==> src/rtl/seg7_pkg.sv <==
// Shared types and constants for the 7-segment scan controller: FSM states,
// special segment patterns and the active-low digit code table.
package seg7_pkg;

  typedef enum logic [1:0] {
    S_IDLE = 2'd0,
    S_SHOW = 2'd1,
    S_GAP  = 2'd2
  } scan_state_e;

  localparam logic [6:0] SEG_BLANK = 7'h7F;
  localparam logic [6:0] SEG_DASH  = 7'b0111111;

  // Entry k is the active-low pattern (bit6..bit0) for decimal digit k.
  localparam logic [9:0][6:0] SEG_TABLE = {
    7'b0010000,  // 9
    7'b0000000,  // 8
    7'b1111000,  // 7
    7'b0000010,  // 6
    7'b0010010,  // 5
    7'b0011001,  // 4
    7'b0110000,  // 3
    7'b0100100,  // 2
    7'b1111001,  // 1
    7'b1000000   // 0
  };

endpackage

==> src/rtl/seg7_digit_decode.sv <==
// Combinational BCD nibble to active-low segment pattern; non-BCD nibbles
// show a dash, and blank_i overrides everything with all segments off.
module seg7_digit_decode
  import seg7_pkg::*;
(
  input  logic [3:0] bcd_i,
  input  logic       blank_i,
  output logic [6:0] seg_n_o
);

  always_comb begin
    seg_n_o = SEG_DASH;
    if (blank_i) begin
      seg_n_o = SEG_BLANK;
    end else if (bcd_i <= 4'd9) begin
      seg_n_o = SEG_TABLE[bcd_i];
    end
  end

endmodule

==> src/rtl/seven_seg_scan_ctrl.sv <==
// Time-multiplexed scan controller for an N-digit common-anode display with
// inter-digit dead time, leading-zero blanking and frame-aligned value update.
module seven_seg_scan_ctrl
  import seg7_pkg::*;
#(
  parameter int N_DIGITS = 4,
  parameter int DWELL    = 1000,
  parameter int GAP      = 16,
  parameter int LZ_BLANK = 1
) (
  input  logic                        clk,
  input  logic                        reset,
  input  logic                        en,
  input  logic                        load,
  input  logic [4*N_DIGITS-1:0]       value,
  output logic [6:0]                  seg_n,
  output logic [N_DIGITS-1:0]         an_n,
  output logic [$clog2(N_DIGITS)-1:0] digit_idx,
  output logic                        frame_done
);

  localparam int IW   = $clog2(N_DIGITS);
  localparam int MAXC = (DWELL > GAP) ? DWELL : GAP;
  localparam int CW   = (MAXC > 1) ? $clog2(MAXC) : 1;
  localparam logic [CW-1:0] DWELL_LAST = CW'(DWELL - 1);
  localparam logic [CW-1:0] GAP_LAST   = CW'(GAP - 1);
  localparam logic [IW-1:0] IDX_LAST   = IW'(N_DIGITS - 1);

  scan_state_e             state_q, state_d;
  logic [IW-1:0]           idx_q, idx_d;
  logic [CW-1:0]           cnt_q, cnt_d;
  logic [4*N_DIGITS-1:0]   pending_q, pending_d;
  logic [4*N_DIGITS-1:0]   shown_q, shown_d;
  logic [6:0]              seg_q, seg_d;
  logic [N_DIGITS-1:0]     an_q, an_d;
  logic                    fdone_q, fdone_d;
  logic                    frame_start;
  logic [N_DIGITS-1:0]     lz_mask;
  logic                    zero_run;
  logic [3:0]              cur_nib;
  logic [6:0]              dec_seg;

  always_comb begin
    state_d     = state_q;
    idx_d       = idx_q;
    cnt_d       = cnt_q;
    fdone_d     = 1'b0;
    frame_start = 1'b0;
    pending_d   = load ? value : pending_q;
    if (!en) begin
      state_d = S_IDLE;
      idx_d   = '0;
      cnt_d   = '0;
    end else begin
      case (state_q)
        S_IDLE: begin
          state_d     = S_SHOW;
          idx_d       = '0;
          cnt_d       = '0;
          frame_start = 1'b1;
        end
        S_SHOW: begin
          if (cnt_q == DWELL_LAST) begin
            state_d = S_GAP;
            cnt_d   = '0;
          end else begin
            cnt_d = cnt_q + 1'b1;
          end
        end
        S_GAP: begin
          if (cnt_q == GAP_LAST) begin
            state_d = S_SHOW;
            cnt_d   = '0;
            if (idx_q == IDX_LAST) begin
              idx_d       = '0;
              fdone_d     = 1'b1;
              frame_start = 1'b1;
            end else begin
              idx_d = idx_q + 1'b1;
            end
          end else begin
            cnt_d = cnt_q + 1'b1;
          end
        end
        default: state_d = S_IDLE;
      endcase
    end
    // pending_d already carries a same-cycle load, giving the frame-start bypass.
    shown_d = frame_start ? pending_d : shown_q;
  end

  // Outputs are computed from next-state values so the pins line up with the
  // registered state, including going dark on the edge that enters IDLE.
  always_comb begin
    zero_run = 1'b1;
    lz_mask  = '0;
    for (int i = N_DIGITS - 1; i >= 1; i--) begin
      zero_run   = zero_run & (shown_d[4*i +: 4] == 4'd0);
      lz_mask[i] = zero_run;
    end
    cur_nib = shown_d[4*int'(idx_d) +: 4];
    seg_d   = SEG_BLANK;
    an_d    = '1;
    if (state_d == S_SHOW) begin
      seg_d        = dec_seg;
      an_d[idx_d]  = 1'b0;
    end
  end

  seg7_digit_decode u_decode (
    .bcd_i   (cur_nib),
    .blank_i ((LZ_BLANK != 0) && lz_mask[idx_d]),
    .seg_n_o (dec_seg)
  );

  always_ff @(posedge clk) begin
    if (reset) begin
      state_q   <= S_IDLE;
      idx_q     <= '0;
      cnt_q     <= '0;
      pending_q <= '0;
      shown_q   <= '0;
      seg_q     <= SEG_BLANK;
      an_q      <= '1;
      fdone_q   <= 1'b0;
    end else begin
      state_q   <= state_d;
      idx_q     <= idx_d;
      cnt_q     <= cnt_d;
      pending_q <= pending_d;
      shown_q   <= shown_d;
      seg_q     <= seg_d;
      an_q      <= an_d;
      fdone_q   <= fdone_d;
    end
  end

  assign seg_n      = seg_q;
  assign an_n       = an_q;
  assign digit_idx  = idx_q;
  assign frame_done = fdone_q;

endmodule

==> config.mk <==
export PLATFORM = sky130hd
export DESIGN_NAME = seven_seg_scan_ctrl
export DESIGN_NICKNAME = d
export VERILOG_FILES = /design/src/rtl/seg7_pkg.sv /design/src/rtl/seg7_digit_decode.sv /design/src/rtl/seven_seg_scan_ctrl.sv
export SDC_FILE = /design/constraint.sdc
export NUM_CORES = 1
export LEC_CHECK = 0
export BUFFER_PORTS_ARGS = -buffer_cell sky130_fd_sc_hd__buf_2
export CAP_MARGIN = 20
export CORE_AREA = 4 4 79 81
export DETAILED_ROUTE_END_ITERATION = 8
export DIE_AREA = 0 0 83 85
export HOLD_SLACK_MARGIN = 0.1
export PLACE_DENSITY = 0.74
export SYNTH_ARGS = -nofsm -noshare
export SYNTH_HDL_FRONTEND = slang
export SYNTH_SLANG_ARGS = --single-unit
==> constraint.sdc <==
create_clock -name clk -period 3.3 [get_ports clk]
set_input_delay 0.66 -clock clk [delete_from_list [all_inputs] [get_ports clk]]
set_output_delay 0.66 -clock clk [all_outputs]
set_load 0.05 [all_outputs]
==> run metrics <==
switching power share of the total=24.9%; fraction of the mapped netlist area in simple logic gates=23.2%; Final Routed Wirelength=6530 um; critical path data arrival time=3.45 ns; count of endpoints failing setup in the final report=0; area share of the largest cell type after synthesis=40.9%; Hold Path Cell Cnt=2; via count of the routed design=around 2500; number of enable flip-flop cells after synthesis=0; status=finished clean; count of filler cells inserted in the layout=460; die width=a little over 80 um; initial cell density of the core=51.9%; Hold Crit Class=reg -> reg; multiplexer fraction of the synthesized cell area=9.91%; number of global-route vias before repair=roughly 2400; Most used DFF post-synth=dfxtp_1; Final Cycle Share=between 90% and 100%; sequential-to-total area share from yosys stat=40.9%; via/cell ratio=5.60; global-route usage over all layers=19.1%; latest clock arrival within the worst-skew pair=0.35 ns; post-synthesis cell type with the largest combined area=dfxtp_1; post-place instance area=0.00319 mm2; Critical Path Start Type=flop; global-route wire length before repair=between 10000 and 15000 um; top area cells in the synthesized netlist=dfxtp_1 (41%), mux2i_1 (6.3%), nor2_1 (6.2%), ha_1 (4.8%), nand2_1 (3.2%); leak pwr=1.41 nW; transition time at the pin with the least slew margin=between 0.5 and 0.6 ns; capture point of the worst reg-to-reg path=seg_n[4]; flip-flop and latch count after synthesis=58; portion of total power attributed to the clock network=45.9%; synthesized-area fraction occupied by adder cells=4.84%; internal power of the cells=1.34 mW; worst ir drop on vdd=around 0.29 mV; global placer's final weighted congestion=approximately 0.9; sequential group share of total power=about 42%; total clock buffers created by CTS=9; CP Max Fanout=5; multi-input logic area=0.00168 mm2; Final Hold Viols=0; final net count=approximately 400; Post-Syn Nets=346; placement-stage worst setup slack=0.0590 ns; cell count of the worst reg-to-reg path=12; total placed cells including tap cells=about 420; start point of the worst min-delay path=shown_q[3]; Final Hold Slack=slightly below 0.5 ns; FF/Latch Area=0.00117 mm2; post-detailed-route wirelength per cell=14.8 um; Cell Pwr Density=506 mW/mm2; clk_skew=0.0110 ns; port buffer count=33; complex-gate fraction of the synthesized area=between 15 and 20%; grt ovf=0; length of the first detailed-routing pass in iterations=4; Clock Tree Buf Depth=2; slowest cell on the critical path=or4bb_4; core region area=around 0.0055 mm2; floorplan die area=a little over 0.007 mm2; antenna diode count=0; DRC viols=0; synthesized area divided by synthesized cell count=about 9 um2; CTS tree=done; Finished Layout Cells=442; num ports=34; type of the worst setup path=reg -> reg; register-to-register path setup slack=about 0.13 ns; Die Y=85 um; area of the mapped netlist=0.00284 mm2; deepest level of the CTS H-tree=3; Cell Rows=27; Net Switching=about 450 uW; most common library cell in the layout ignoring fill and taps=dfxtp_1; min cycle time layout=3.17 ns; setup slack of the critical path after layout=~0.13 ns; total of hold buffers inserted after clock tree synthesis=0; Rel. slew slack=65.9%; warning count from the yosys run=0; fraction of layout instances using a drive strength above 1=27.6%; Slew Limit Fails=0; Starting DRT DRC Count=about 130; endpoint with the worst hold slack=shown_q[3]; setup repair after global routing missed its margin=yes; clock slew at the register clock pins of the worst setup and hold paths=approximately 0.07 ns; highest cell delay on the worst timing path=0.55 ns; number of antenna violations at the first check in global routing=0; crit-path cells=ha_2 > or4bb_4 > o41a_1 > o21ai_0 > o21ai_0 > a211o_2 > nand2_1 > inv_1 > ha_4 > a2111oi_4 > o32ai_2 > nand2_1; overall power consumption=1.79 mW; most frequent cells in the layout=dfxtp_1 (55), nor2_1 (46), buf_2 (33); Async S/R FF share, synth=0%; Data required, critical path=3.58 ns; final cell area excluding filler cells=0.00353 mm2; Setup TNS=0 ns; final standard cell utilization of the core=64.6%; library cells used by synthesis=66; clock tree sinks=58; Root Buffer Master=clkbuf_8; Max Fclk=approximately 320 MHz; worst r2r src=digit_idx[0]; count of nets left with antenna violations after detail routing=0; combinational family with the most area after synthesis=simple AND/OR/NAND/NOR gates; number of max-capacitance violations reported=0; area grow syn2layout=24.4%; maximum number of pins on one net before global-route repair=34; post-DP HPWL=approximately 4700 um; Post-Syn Instances=approximately 320; xor/xnor cell area share of the yosys netlist=2.16%; element type at the critical path end=flop; part of the total power dissipated in combinational logic=12.6%
==> flip-flops by register name, summed over array words and instances, names as in the netlist <==
register	count
shown_q	16
cnt_q	10
pending_q	16
frame_done	1
digit_idx	2
an_n	4
seg_n	7
state_q	2
==> metal layers <==
layer	GRT usage, %	vias to the layer above	part of all wire [%]
li1	-	1233	-
met1	24.5	1161	46
met2	30.4	69	47
met3	5.73	10	4.9
met4	7.43	0	1.7
met5	0	-	0
==> synth_stat cells (4+ instances only) <==
cell / n
mux2i_1: 18
clkbuf_1: 10
xor2_1: 4
nor3b_1: 4
inv_1: 10
mux2_2: 7
o21ai_0: 15
nor3_1: 8
nor2_1: 47
nand4_1: 4
nor2b_1: 9
ha_1: 11
dfxtp_1: 58
a21oi_1: 13
nand2_1: 24
a211oi_1: 5
==> kinds of logic (layout without fill, tap and decap cells) <==
kind of cell             after synthesis  in the layout
AO/OA/AOI/OAI                         63             63
XOR/XNOR                               7              7
buffers and inverters                 23             78
flip-flops                            58             58
adder cells (fa/ha/maj)               11             11
multiplexers                          26             26
AND/OR/NAND/NOR                      127            127
==> worst max path at each step <==
stage                to  cells past startpoint  slack (ns)         start
3_3_place_gp   seg_n[3]                     11        0.16      cnt_q[8]
6_report       seg_n[4]                     12        0.13  digit_idx[0]
4_1_cts        seg_n[4]                     12        0.02  digit_idx[0]
3_5_place_dp   seg_n[4]                     12        0.06  digit_idx[0]
2_1_floorplan  seg_n[4]                     13       0.007  digit_idx[0]
5_1_grt        seg_n[4]                     12       -0.03  digit_idx[0]
==> cell type report <==
| class | instances | share of cell area (%) |
|---|---|---|
| multi-input cells | 234 | 47.4 |
| flip-flops and latches | 58 | 33.1 |
| repair buffers | 52 | 8.81 |
| clock buffers | 10 | 3.89 |
| clock inverters | 6 | 3.19 |
| well taps | 72 | 2.55 |
| inverters | 10 | 1.06 |
==> power by group through the flow <==
stage | clock network, mW | registers [mW] | logic, mW
3_5_place_dp | 0 | 0.758 | 0.208
2_1_floorplan | 0 | 0.780 | 0.127
3_3_place_gp | 0 | 0.758 | 0.205
5_1_grt | 0.878 | 0.746 | 0.247
6_report | 0.822 | 0.743 | 0.225
4_1_cts | 0.833 | 0.743 | 0.210
==> critical path: cells and delay by family, from the launching register on <==
family,cells,cell delay (ns)
and+or+nand+nor,3,0.75
buffers and inverters,1,0.09
DFF,1,0.36
AOI/OAI and AO/OA,6,1.53
adders and majority gates,2,0.37
==> repair_timing <==
| action | CTS | global route |
|---|---|---|
| setup endpoints to repair | 0 | 6 |
| setup buffers | 0 | 3 |
| resized for setup | 0 | 14 |
No activity file was read; power rests on OpenSTA's default activity.
